## src/rtl/dma_pkg.sv

```systemverilog
// dma_pkg: shared states, register indices and CTRL/STATUS bit positions for the DMA engine
package dma_pkg;
    typedef enum logic [2:0] {IDLE, REQ, RD, WR, REL} state_t;
    localparam logic [1:0] REG_SRC  = 2'd0;
    localparam logic [1:0] REG_DST  = 2'd1;
    localparam logic [1:0] REG_LEN  = 2'd2;
    localparam logic [1:0] REG_CTRL = 2'd3;
    localparam int CTRL_START      = 0;
    localparam int STAT_BUSY       = 1;
    localparam int STAT_DONE       = 2;
    localparam int CTRL_DST_FIXED  = 3;
    localparam int CTRL_SRC_FIXED  = 4;
    localparam int CTRL_ABORT      = 5;
    localparam int CTRL_CLEAR_DONE = 6;
    localparam int STAT_ABORTED    = 7;
endpackage

```

## src/rtl/dma_regs.sv

```systemverilog
// dma_regs: CPU register window decode, control/status flags and readback mux
module dma_regs
    import dma_pkg::*;
(
    input  logic       clk,
    input  logic       reset,
    input  logic       cfgWriteEnable,
    input  logic       cfgReadEnable,
    input  logic [1:0] regSelect,
    input  logic [7:0] cfgWriteData,
    input  logic       busy,
    input  logic       set_done,
    input  logic       set_aborted,
    input  logic [7:0] src,
    input  logic [7:0] dst,
    input  logic [7:0] len,
    output logic [7:0] cfgData,
    output logic       wr_src,
    output logic       wr_dst,
    output logic       wr_len,
    output logic       start,
    output logic       abort,
    output logic       dst_fixed,
    output logic       src_fixed,
    output logic       done
);
    logic aborted, wr_ctrl, clear;
    logic [7:0] status;
    always_comb begin
        wr_ctrl = cfgWriteEnable && regSelect == REG_CTRL;
        wr_src = cfgWriteEnable && regSelect == REG_SRC && !busy;
        wr_dst = cfgWriteEnable && regSelect == REG_DST && !busy;
        wr_len = cfgWriteEnable && regSelect == REG_LEN && !busy;
        start = wr_ctrl && cfgWriteData[CTRL_START] && !cfgWriteData[CTRL_ABORT] && !busy;
        abort = wr_ctrl && cfgWriteData[CTRL_ABORT];
        clear = wr_ctrl && cfgWriteData[CTRL_CLEAR_DONE];
        status = '0;
        status[STAT_BUSY] = busy;
        status[STAT_DONE] = done;
        status[CTRL_DST_FIXED] = dst_fixed;
        status[CTRL_SRC_FIXED] = src_fixed;
        status[STAT_ABORTED] = aborted;
        cfgData = !cfgReadEnable ? 8'h00 :
                  regSelect == REG_SRC ? src :
                  regSelect == REG_DST ? dst :
                  regSelect == REG_LEN ? len : status;
    end
    // a completion or abort in the same cycle as clearDone takes precedence
    always_ff @(posedge clk) begin
        if (!reset) begin
            dst_fixed <= 1'b0;
            src_fixed <= 1'b0;
            done <= 1'b0;
            aborted <= 1'b0;
        end else begin
            if (wr_ctrl && !busy) begin
                dst_fixed <= cfgWriteData[CTRL_DST_FIXED];
                src_fixed <= cfgWriteData[CTRL_SRC_FIXED];
            end
            done <= set_done || (done && !clear);
            aborted <= set_aborted || (aborted && !clear);
        end
    end
endmodule

```

## src/rtl/dma_controller.sv

```systemverilog
// dma_controller: byte-copy bus master with request/grant handshake and destination pacing
module dma_controller
    import dma_pkg::*;
#(
    parameter int READ_LATENCY = 1
) (
    input  logic       clk,
    input  logic       reset,
    input  logic       cfgWriteEnable,
    input  logic       cfgReadEnable,
    input  logic [1:0] regSelect,
    input  logic [7:0] cfgWriteData,
    output logic [7:0] cfgData,
    output logic       busReq,
    input  logic       busGrant,
    output logic [7:0] Address,
    output logic [7:0] WriteData,
    output logic       writeEnable,
    input  logic [7:0] Data,
    input  logic       paceReady,
    output logic       irq
);
    localparam logic [1:0] LAT_LAST = 2'(READ_LATENCY - 1);
    state_t state;
    logic [7:0] src, dst, len;
    logic [1:0] lat;
    logic wr_src, wr_dst, wr_len, start, abort, dst_fixed, src_fixed, done;
    logic busy, set_done, set_aborted;
    always_comb begin
        busy = state != IDLE;
        set_aborted = abort && busy;
        set_done = !set_aborted && ((!busy && start && len == 8'd0) || (state == REL && len == 8'd1));
        irq = done;
    end
    dma_regs u_regs (
        .clk(clk),
        .reset(reset),
        .cfgWriteEnable(cfgWriteEnable),
        .cfgReadEnable(cfgReadEnable),
        .regSelect(regSelect),
        .cfgWriteData(cfgWriteData),
        .busy(busy),
        .set_done(set_done),
        .set_aborted(set_aborted),
        .src(src),
        .dst(dst),
        .len(len),
        .cfgData(cfgData),
        .wr_src(wr_src),
        .wr_dst(wr_dst),
        .wr_len(wr_len),
        .start(start),
        .abort(abort),
        .dst_fixed(dst_fixed),
        .src_fixed(src_fixed),
        .done(done)
    );
    // WriteData doubles as the byte buffer; writeEnable is armed from paceReady seen at the previous edge
    always_ff @(posedge clk) begin
        if (!reset) begin
            state <= IDLE;
            busReq <= 1'b0;
            writeEnable <= 1'b0;
            Address <= '0;
            WriteData <= '0;
            src <= '0;
            dst <= '0;
            len <= '0;
            lat <= '0;
        end else if (set_aborted) begin
            state <= IDLE;
            busReq <= 1'b0;
            writeEnable <= 1'b0;
            Address <= '0;
        end else begin
            if (wr_src) src <= cfgWriteData;
            if (wr_dst) dst <= cfgWriteData;
            if (wr_len) len <= cfgWriteData;
            case (state)
                IDLE: if (start && len != 8'd0) begin
                    state <= REQ;
                    busReq <= 1'b1;
                end
                REQ: if (busGrant) begin
                    state <= RD;
                    Address <= src;
                    lat <= '0;
                end
                RD: if (lat == LAT_LAST) begin
                    state <= WR;
                    WriteData <= Data;
                    Address <= dst;
                    writeEnable <= paceReady;
                end else lat <= lat + 2'd1;
                WR: if (writeEnable) begin
                    state <= REL;
                    writeEnable <= 1'b0;
                    busReq <= 1'b0;
                    Address <= '0;
                end else writeEnable <= paceReady;
                REL: begin
                    len <= len - 8'd1;
                    src <= src_fixed ? src : src + 8'd1;
                    dst <= dst_fixed ? dst : dst + 8'd1;
                    state <= len == 8'd1 ? IDLE : REQ;
                    busReq <= len != 8'd1;
                end
                default: state <= IDLE;
            endcase
        end
    end
endmodule
```

## config.mk

```make
export PLATFORM = sky130hd
export DESIGN_NAME = dma_controller
export DESIGN_NICKNAME = d
export VERILOG_FILES = /design/src/rtl/dma_pkg.sv /design/src/rtl/dma_regs.sv /design/src/rtl/dma_controller.sv
export SDC_FILE = /design/constraint.sdc
export NUM_CORES = 1
export LEC_CHECK = 0
export ABC_AREA = 1
export BUFFER_PORTS_ARGS = -buffer_cell sky130_fd_sc_hd__buf_2
export CORE_UTILIZATION = 30
export CTS_BUF_LIST = sky130_fd_sc_hd__clkbuf_8 sky130_fd_sc_hd__clkbuf_16
export CTS_CLUSTER_SIZE = 40
export DETAILED_ROUTE_END_ITERATION = 10
export SLEW_MARGIN = 20
export SYNTH_ARGS = -nofsm -noshare
export SYNTH_HDL_FRONTEND = slang
export SYNTH_SLANG_ARGS = --single-unit
export TNS_END_PERCENT = 1
```

## constraint.sdc

```tcl
create_clock -name clk -period 2.19 [get_ports clk]
set_clock_uncertainty 0.15 [all_clocks]
set_input_delay 0 -clock clk [delete_from_list [all_inputs] [get_ports clk]]
set_output_delay 0 -clock clk [all_outputs]
set_load 0.01 [all_outputs]
```

==> results of run 1 <==
[layer usage]
layer,vias to the layer above,global-route usage [%],share of wire (%)
met5,-,0,0
met4,0,6.18,1.7
met3,14,3.46,6.2
met2,119,29.9,46
met1,1528,24.4,46
li1,1710,-,-
[report_power, final]
group | switching (mW) | leakage, nW | internal (mW)
Combinational | 0.814 | 1.27 | 0.463
Sequential | 0.153 | 0.416 | 1.14
Clock | 0.339 | 0.0618 | 0.377
Total | 1.31 | 1.75 | 1.97
[sequential cells by signal, summed over array words and instances (netlist names)]
register and flops:
u_regs.aborted 1, src 8, u_regs.src_fixed 1, WriteData 8, u_regs.done 1, state 3, Address 8, busReq 1
u_regs.dst_fixed 1, dst 8, len 8, lat 2, writeEnable 1
[path summary, 6_finish.rpt]
path | start | end
setup reg to reg | state[2]$_SDFFE_PP0P_ | Address[5]$_SDFFE_PP0P_
setup / recovery | state[2]$_SDFFE_PP0P_ | Address[5]$_SDFFE_PP0P_
hold reg to reg | WriteData[1]$_SDFFE_PN0P_ | WriteData[1]$_SDFFE_PN0P_
hold / removal | cfgWriteData[2] | src[2]$_SDFFE_PN0P_
[metrics by stage]
step,setup slack [ns],power (mW)
final,0.295,3.28
after global routing,0.0986,3.57
after CTS,0.306,3.31
after detailed placement,0.335,2.56
after global placement,0.373,2.54
after floorplan,0.686,2.17
[cell type report]
cell class	instances	area (µm²)	share of cell area, %
clock buffer	6	82.6	2.21
clock inverter	2	38.8	1.04
inverter	61	229	6.14
multi-input combinational	359	1710	45.8
sequential	51	1020	27.4
tap	133	166	4.46
timing repair buffer	75	483	13.0
[cells in the final DEF, fill, tap and decap left out, types with 3 or more instances in the layout]
master,count
a21oi_1,31
buf_2,50
buf_4,7
clkbuf_8,6
dfxtp_1,51
dlygate4sd3_1,18
ha_1,5
inv_1,55
inv_2,5
nand2_1,82
nand2_2,3
nand3_1,41
nand4_1,4
nor2_1,94
nor2_4,3
nor3_1,4
o21ai_0,70
o22ai_1,7
[worst reg2reg max path: cells and delay by family, from the launching register on]
family	cells	cell delay, ns
flops	1	0.42
buf+inv	2	0.49
simple gates	5	0.63
compound gates	1	0.16
[cell families after synthesis]
logic type,count (synthesis),share of synthesized area (%)
AOI/OAI and AO/OA,114,19.4
xor gates and xnor gates,4,1.15
adders and majority gates,5,2.05
buffers and inverters,74,10.4
DFF,51,33.5
and+or+nand+nor,236,33.4
==> impl_metrics.ini, run 1 <==
[status]
outcome = complete, no violations

[routing]
detail-route-antenna-nets = 0
wl_mm = 9.28
route.detailed.drc = 0
drt-vias-per-instance = 4.91
drt_first_pass_iters = 5
dr_vias = 3371
drt_iter0_drc = 239
route.detailed.wl_per_inst_um = 13.5

[grt]
grt_start_max_net_pins = 30
grt_antenna_before_repair = 0
globalRouteOverflowTotal = 0
grt_pass1_vias = 3118
global_route.usage.total_pct = 18.4
grt_first_pass_wirelength_mm = 15.0

[timing]
max-slew-margin-rel_pct = 74.2
timing.final.setup_violations = 0
fin_crit_ns = 1.89
post_route_fraction_of_the_period_consumed_by_the_critical_path_pct = 86.5
worst-slew-pin-transition_ns = 0.384
holdWs_ns = 0.00407
setup-tns-final_ns = 0
maxSlewViolCount = 0
achievable-frequency_ghz = 0.528
hold_viol = 0
unrepaired_setup_endpoints_after_global_routing = no

[synth]
synth_cell_type_count = 30
dominantRegCellSynth = dfxtp_1
yosys.area.top_type = dfxtp_1
synth_seq_area_share_pct = 33.5
synth_enable_flop_cells = 0
mappedNetlistArea_mm2 = 0.00305
yosys-top-cells-count = nor2_1, nand2_1, o21ai_0
synth.ff_latch_count = 51
syn-instance-count = 484
yosys.cell_count.top_type = nor2_1
synth-warning-count = 0
synth_top_area_share_pct = 33.5
syn_area_per_cell_um2 = 6.29
postSynth.asyncResetShare_pct = 0
post_synthesis_net_count = 513
synth_top_cells_by_area = dfxtp_1, nor2_1, o21ai_0

[setup_path]
crit_path_max_fanout = 12
crit_path_top_delay_cell = dfxtp_1
worst_ep_required_time_ns = 2.29
critical_path.top_delay_family = simple AND/OR/NAND/NOR gates
worstPathArrival_ns = 2.00
setup.worst_path.end_class = flop
critical-path-max-stage-delay_ns = 0.42
critical_path_cell_count = 8
r2r.worst_path.cells = 8
setup_slack_on_the_worst_flop_to_flop_path_ns = 0.30
crit_top_cell = nand2_1
cp_num_buf_inv = 2
critical_path.cell_chain = nor2_4, nand2_1, nand2_2, buf_4, nand2_1, inv_1, o21ai_0, nor2_1
path_class = flop to flop
timing.critical_path.from_type = flop

[worst_hold_path]
hp-class = input port to flop
timing.hold.worst_path_depth = 5

[finish]
layout-drive-gt1-share_pct = 14.6
instances_no_fill = 687
post-route-cell-area_mm2 = 0.00373
final_net_count = 582
layout.filler_cells = 1084
area_growth_syn_to_layout_pct = 22.4
fin_util_pct = 38.0
num_antenna_cells = 0

[floorplan]
core_area_mm2 = 0.00982
placementRows = 36
design.portCount = 51
fp.dieW_um = 103
initial_utilization_pct = 31.0
chipHeight_um = 103
die_area_mm2 = 0.0106

[clock_tree]
clockRootBuffer = clkbuf_8
path_clk_slew_ns = 0.10
cts.repair_timing.setup_buffer_count = 0
tritoncts.num_buffers = 5
cts_hold_buf = 18
numClockSinks = 51
htreeDepth = 2
cts_tree = built
clk_latency_ns = 0.31
cts_repair_resize_count = 0
cts-root-to-sink-buffers = 2

[power_and_ir_drop]
power_density_mw_per_mm2 = 880
maximum_vdd_drop_mv = 0.311
power.static_leakage_nw = 1.75

[placed_design]
hpwlAfterDp_mm = 7.06
placed_cells = 661
portBuffers = 50
place_area_mm2 = 0.00343
gp_congestion = 0.968

[job]
maxCapViolations = 0
(Power assumes the default switching activity.)
==> inputs of run 2 (changes only) <==
- BUFFER_PORTS_ARGS: -buffer_cell sky130_fd_sc_hd__buf_2 -> unset
- DONT_BUFFER_PORTS: unset -> 1
==> run 2 against run 1 <==
Compared with the run above: global-route usage shrank 0.21 points; design area fell by 6.1%; first-iteration DRC count is 11% lower; count of clock-buffer cells in the layout down 1; via count fell by 4.8%; maximum frequency is 6.5% lower; die area unchanged; clock power shrank 8.8%; register-to-register slack worse by 0.05 ns; sequential power up 6%; the run now ends with hold timing left; power is 5.0% lower; combinational power fell by 15%; highest routed layer unchanged; largest cell class unchanged.
==> impl_metrics.ini, run 2 (synthesis gave the netlist of run 1 again) <==
[status]
outcome = finished with violations
violations_in_the_final_reports = hold timing

[finish]
mostFrequentLayoutCells = nor2_1, nand2_1, o21ai_0
layout-drive-gt1-share_pct = 5.72
final_net_count = 536
layout.filler_cells = 1103
num_antenna_cells = 0
area_occupied_by_multi_input_gates_mm2 = 0.00171
regArea_mm2 = 0.00102
area_growth_syn_to_layout_pct = 14.9
post-route-cell-area_mm2 = 0.00350
most_frequent_standard_cell_in_the_layout_excluding_fill_and_tap_cells = nor2_1

[worst_hold_path]
hold_path.startpoint = cfgReadEnable
hp-class = input port to primary output
timing.hold.worst_path_depth = 2
worst_hold_path.endpoint = cfgData[0]

[setup_path]
setup.worst_path.end_class = flop
r2r.worst_path.cells = 8
crit-reg2reg-launch = state[2]$_SDFFE_PP0P_
worstPathArrival_ns = 2.11
timing.critical_path.from_type = input port
worstSetupStartpoint = reset
worst_ep_required_time_ns = 2.27
path_class = input port to flop
crit_path_max_fanout = 31
setup_slack_on_the_worst_flop_to_flop_path_ns = 0.25
worst_r2r_endpoint = Address[5]$_SDFFE_PP0P_

[job]
maxCapViolations = 0

[routing]
detail-route-antenna-nets = 0
drt-vias-per-instance = 5.01
drt_iter0_drc = 212
wl_mm = 9.40
dr_vias = 3209
route.detailed.wl_per_inst_um = 14.7
drt_first_pass_iters = 5
route.detailed.drc = 0

[timing]
setup-tns-final_ns = 0
hold_viol = 1
fin_crit_ns = 2.03
worst-slew-pin-transition_ns = 1.11
timing.final.setup_violations = 0
achievable-frequency_ghz = 0.494
holdWs_ns = -0.00356
postLayoutSetupSlackWorst_ns = 0.164
post_route_fraction_of_the_period_consumed_by_the_critical_path_pct = 92.5
maxSlewViolCount = 0
max-slew-margin-rel_pct = 25.8
unrepaired_setup_endpoints_after_global_routing = no

[clock_tree]
cts_tree = built
htreeDepth = 2
cts.repair_timing.setup_buffer_count = 0
cts-root-to-sink-buffers = 2
cts_repair_resize_count = 0
tritoncts.num_buffers = 5
clockRootBuffer = clkbuf_8
clk_latency_ns = 0.30
numClockSinks = 51
path_clk_slew_ns = 0.10

[power_and_ir_drop]
power.static_leakage_nw = 1.52
maximum_vdd_drop_mv = 0.272
power_mw = 3.12
power_density_mw_per_mm2 = 890

[placed_design]
gp_congestion = 0.957
hpwlAfterDp_mm = 7.01
preCtsSetupSlack_ns = 0.320
place_area_mm2 = 0.00318
portBuffers = 0

[grt]
grt_pass1_vias = 2938
globalRouteOverflowTotal = 0
grt_antenna_before_repair = 0
grt_start_max_net_pins = 32
global_route.usage.total_pct = 18.2
grt_first_pass_wirelength_mm = 14.7

[floorplan]
core_area_mm2 = 0.00982
initial_utilization_pct = 31.0
die_area_mm2 = 0.0106
chipHeight_um = 103
placementRows = 36
fp.dieW_um = 103
design.portCount = 51
run 2: worst max path at each step:
stage | end | cells past startpoint
finish | WriteData[6]$_SDFFE_PN0P_ | 3
CTS | u_regs.aborted$_SDFF_PN0_ | 3
global placement | Address[7]$_SDFFE_PP0P_ | 8
global route | u_regs.aborted$_SDFF_PN0_ | 3
floorplan | src[7]$_SDFFE_PN0P_ | 8
detailed placement | Address[5]$_SDFFE_PP0P_ | 8
run 2: area by class of cell:
class	instances	area share [%]
inverter	61	6.54
multi-input combinational	359	48.8
sequential	51	29.2
clock inverter	2	0.965
timing repair buffer	29	7.79
tap	133	4.76
clock buffer	5	1.97
run 2: per-layer routing:
| layer | global-route usage [%] | vias to the layer above | part of all wire (%) |
|---|---|---|---|
| li1 | - | 1619 | - |
| met1 | 23.7 | 1471 | 46 |
| met2 | 30.7 | 111 | 47 |
| met3 | 3.66 | 8 | 6.5 |
| met4 | 4.33 | 0 | 1.2 |
| met5 | 0 | - | 0 |
run 2: per-stage QoR:
step	hold WS, ns	cells	utilization, %
floorplan	-0.0385	484	-
global route	0.0246	640	35.6
CTS	0.00152	640	35.6
finish	-0.00356	640	35.6
detailed placement	-0.0112	611	32.4
global placement	-0.00944	611	32.4
run 2: what timing repair did:
item                                   in CTS  in global routing
setup endpoints to repair                   0                  0
hold buffers                               22                  0
endpoints found under the hold margin      49                  0
run 2: report_power, final:
group	internal [mW]	switching, mW
clock	0.331	0.322
combinational	0.388	0.702
sequential	1.14	0.236
total	1.86	1.26
run 2: worst max-delay path, stage by stage:
cell	delay [ns]
dlygate4sd3_1	1.27
clkinv_1	0.58
a21oi_1	0.25
==> inputs of run 3 (changes only) <==
--- a/config.mk
+++ b/config.mk
@@ -13,2 +13,3 @@
 export DONT_BUFFER_PORTS = 1
+export SKIP_CTS_REPAIR_TIMING = 1
 export SLEW_MARGIN = 20
==> constraint.sdc (replaced) <==
create_clock -name clk -period 2.19 [get_ports clk]
set_clock_uncertainty 0.15 [all_clocks]
set_input_delay 0.219 -clock clk [delete_from_list [all_inputs] [get_ports clk]]
set_output_delay 0.219 -clock clk [all_outputs]
set_load 0.01 [all_outputs]
==> run 3 against run 2 <==
Compared with the run above: the run still ends with hold timing left; setup slack got worse by 0.022 ns; sequential power about the same; critical path depth increased by 4; largest cell class unchanged; via count decreased by 2.3%; sequential cell count unchanged; sequential share of layout area increased by 1.0 points; global-route usage decreased by 0.63 points; count of clock-buffer cells in the layout unchanged; non-clock buffer count decreased by 12; maximum frequency decreased by 1.1%; worst hold slack got worse by 0.097 ns; clock power increased by 0.6%.
==> impl_metrics.ini, run 3 (synthesis gave the netlist of run 1 again) <==
[floorplan]
fp.dieW_um = 103
initial_utilization_pct = 31.0
die_area_mm2 = 0.0106
placementRows = 36
chipHeight_um = 103
core_area_mm2 = 0.00982
design.portCount = 51

[timing]
achievable-frequency_ghz = 0.488
post_route_fraction_of_the_period_consumed_by_the_critical_path_pct = 93.5
setup-tns-final_ns = 0
timing.final.setup_violations = 0
postLayoutSetupSlackWorst_ns = 0.142
fin_crit_ns = 2.05
max-slew-margin-rel_pct = 62.9
holdWs_ns = -0.100
worst-slew-pin-transition_ns = 0.552
maxSlewViolCount = 0
hold_viol = 29
unrepaired_setup_endpoints_after_global_routing = no

[finish]
regArea_mm2 = 0.00102
instances_no_fill = 628
most_frequent_standard_cell_in_the_layout_excluding_fill_and_tap_cells = nor2_1
mostFrequentLayoutCells = nor2_1, nand2_1, o21ai_0
layout-drive-gt1-share_pct = 5.86
layout.filler_cells = 1109
area_occupied_by_multi_input_gates_mm2 = 0.00171
area_growth_syn_to_layout_pct = 11.0
num_antenna_cells = 0
final_net_count = 524

[routing]
detail-route-antenna-nets = 0
dr_vias = 3134
drt_first_pass_iters = 4
wl_mm = 9.18
drt_iter0_drc = 189
route.detailed.wl_per_inst_um = 14.6
route.detailed.drc = 0
drt-vias-per-instance = 4.99

[setup_path]
crit_path_top_delay_cell = dlygate4sd3_1
crit_path_max_fanout = 11
worst_ep_required_time_ns = 2.23
crit_top_cell = nand2_1
cp_num_buf_inv = 2
setup.worst_path.end_class = flop
critical-path-max-stage-delay_ns = 0.57
timing.critical_path.from_type = flop
critical_path.cell_chain = nor2_4, nand2_1, nand2_2, buf_4, nand2_1, nor2_1, dlygate4sd3_1
worstPathArrival_ns = 2.09
path_class = flop to flop
critical_path.top_delay_family = buffers and inverters

[grt]
grt_start_max_net_pins = 32
grt_antenna_before_repair = 0
global_route.usage.total_pct = 17.5
grt_pass1_vias = 2824
grt_first_pass_wirelength_mm = 14.1
globalRouteOverflowTotal = 0

[power_and_ir_drop]
power.static_leakage_nw = 1.47
maximum_vdd_drop_mv = 0.272
power_mw = 3.08
power_density_mw_per_mm2 = 913

[placed_design]
preCtsSetupSlack_ns = 0.320
portBuffers = 0
placed_cells = 611
hpwlAfterDp_mm = 7.01
gp_congestion = 0.957

[clock_tree]
path_clk_slew_ns = 0.10
clockRootBuffer = clkbuf_8
tritoncts.num_buffers = 5
htreeDepth = 2
numClockSinks = 51
cts-root-to-sink-buffers = 2
cts_tree = built
clk_latency_ns = 0.31

[worst_hold_path]
hp-class = input port to flop

[job]
maxCapViolations = 0

[status]
outcome = finished with violations
violations_in_the_final_reports = hold timing
run 3: cell count changes in the layout (fill, tap and decap cells not counted), sizes merged:
cell,change
dlygate4sd3,-12
run 3: path summary, 6_finish.rpt:
path	startpoint	cells past startpoint	end	slack, ns
worst max-delay path	state[2]$_SDFFE_PP0P_	7	state[2]$_SDFFE_PP0P_	0.14
worst min-delay path	reset	2	dst[4]$_SDFFE_PN0P_	-0.10
worst max register to register	state[2]$_SDFFE_PP0P_	7	state[2]$_SDFFE_PP0P_	0.14
worst min register to register	lat[1]$_SDFFE_PN0P_	2	lat[1]$_SDFFE_PN0P_	0.34
run 3: power by group:
group	internal, mW	switching, mW	leakage (nW)	total [mW]
registers	1.14	0.236	0.416	1.37
logic	0.372	0.683	1.00	1.06
clock network	0.331	0.325	0.0554	0.657
total	1.84	1.24	1.47	3.08
run 3: per-layer routing:
metal	vias to the layer above	part of all wire, %	track usage, %
met5	-	0	0
met4	0	0.83	3.68
met3	8	8.5	3.93
met2	102	47	29.5
met1	1430	44	23.0
li1	1594	-	-
run 3: worst reg2reg max path, delay by kind of cell, from the launching register on:
kind	cells	cell delay [ns]
AND/OR/NAND/NOR	5	0.47
flip-flops	1	0.55
buffers and inverters	2	0.76
run 3: area by class of cell:
type                       instances  share of cell area [%]
multi-input combinational        359                    50.5
sequential                        51                    30.2
inverter                          61                    6.78
tap                              133                    4.92
timing repair buffer              17                    4.52
clock buffer                       5                    2.04
clock inverter                     2                    1.00
run 3: stage by stage:
step / utilization, % / cell area [µm²]
2_1_floorplan: - / 3050
3_3_place_gp: 32.4 / 3180
3_5_place_dp: 32.4 / 3180
4_1_cts: 33.4 / 3280
5_1_grt: 34.4 / 3380
6_report: 34.4 / 3380
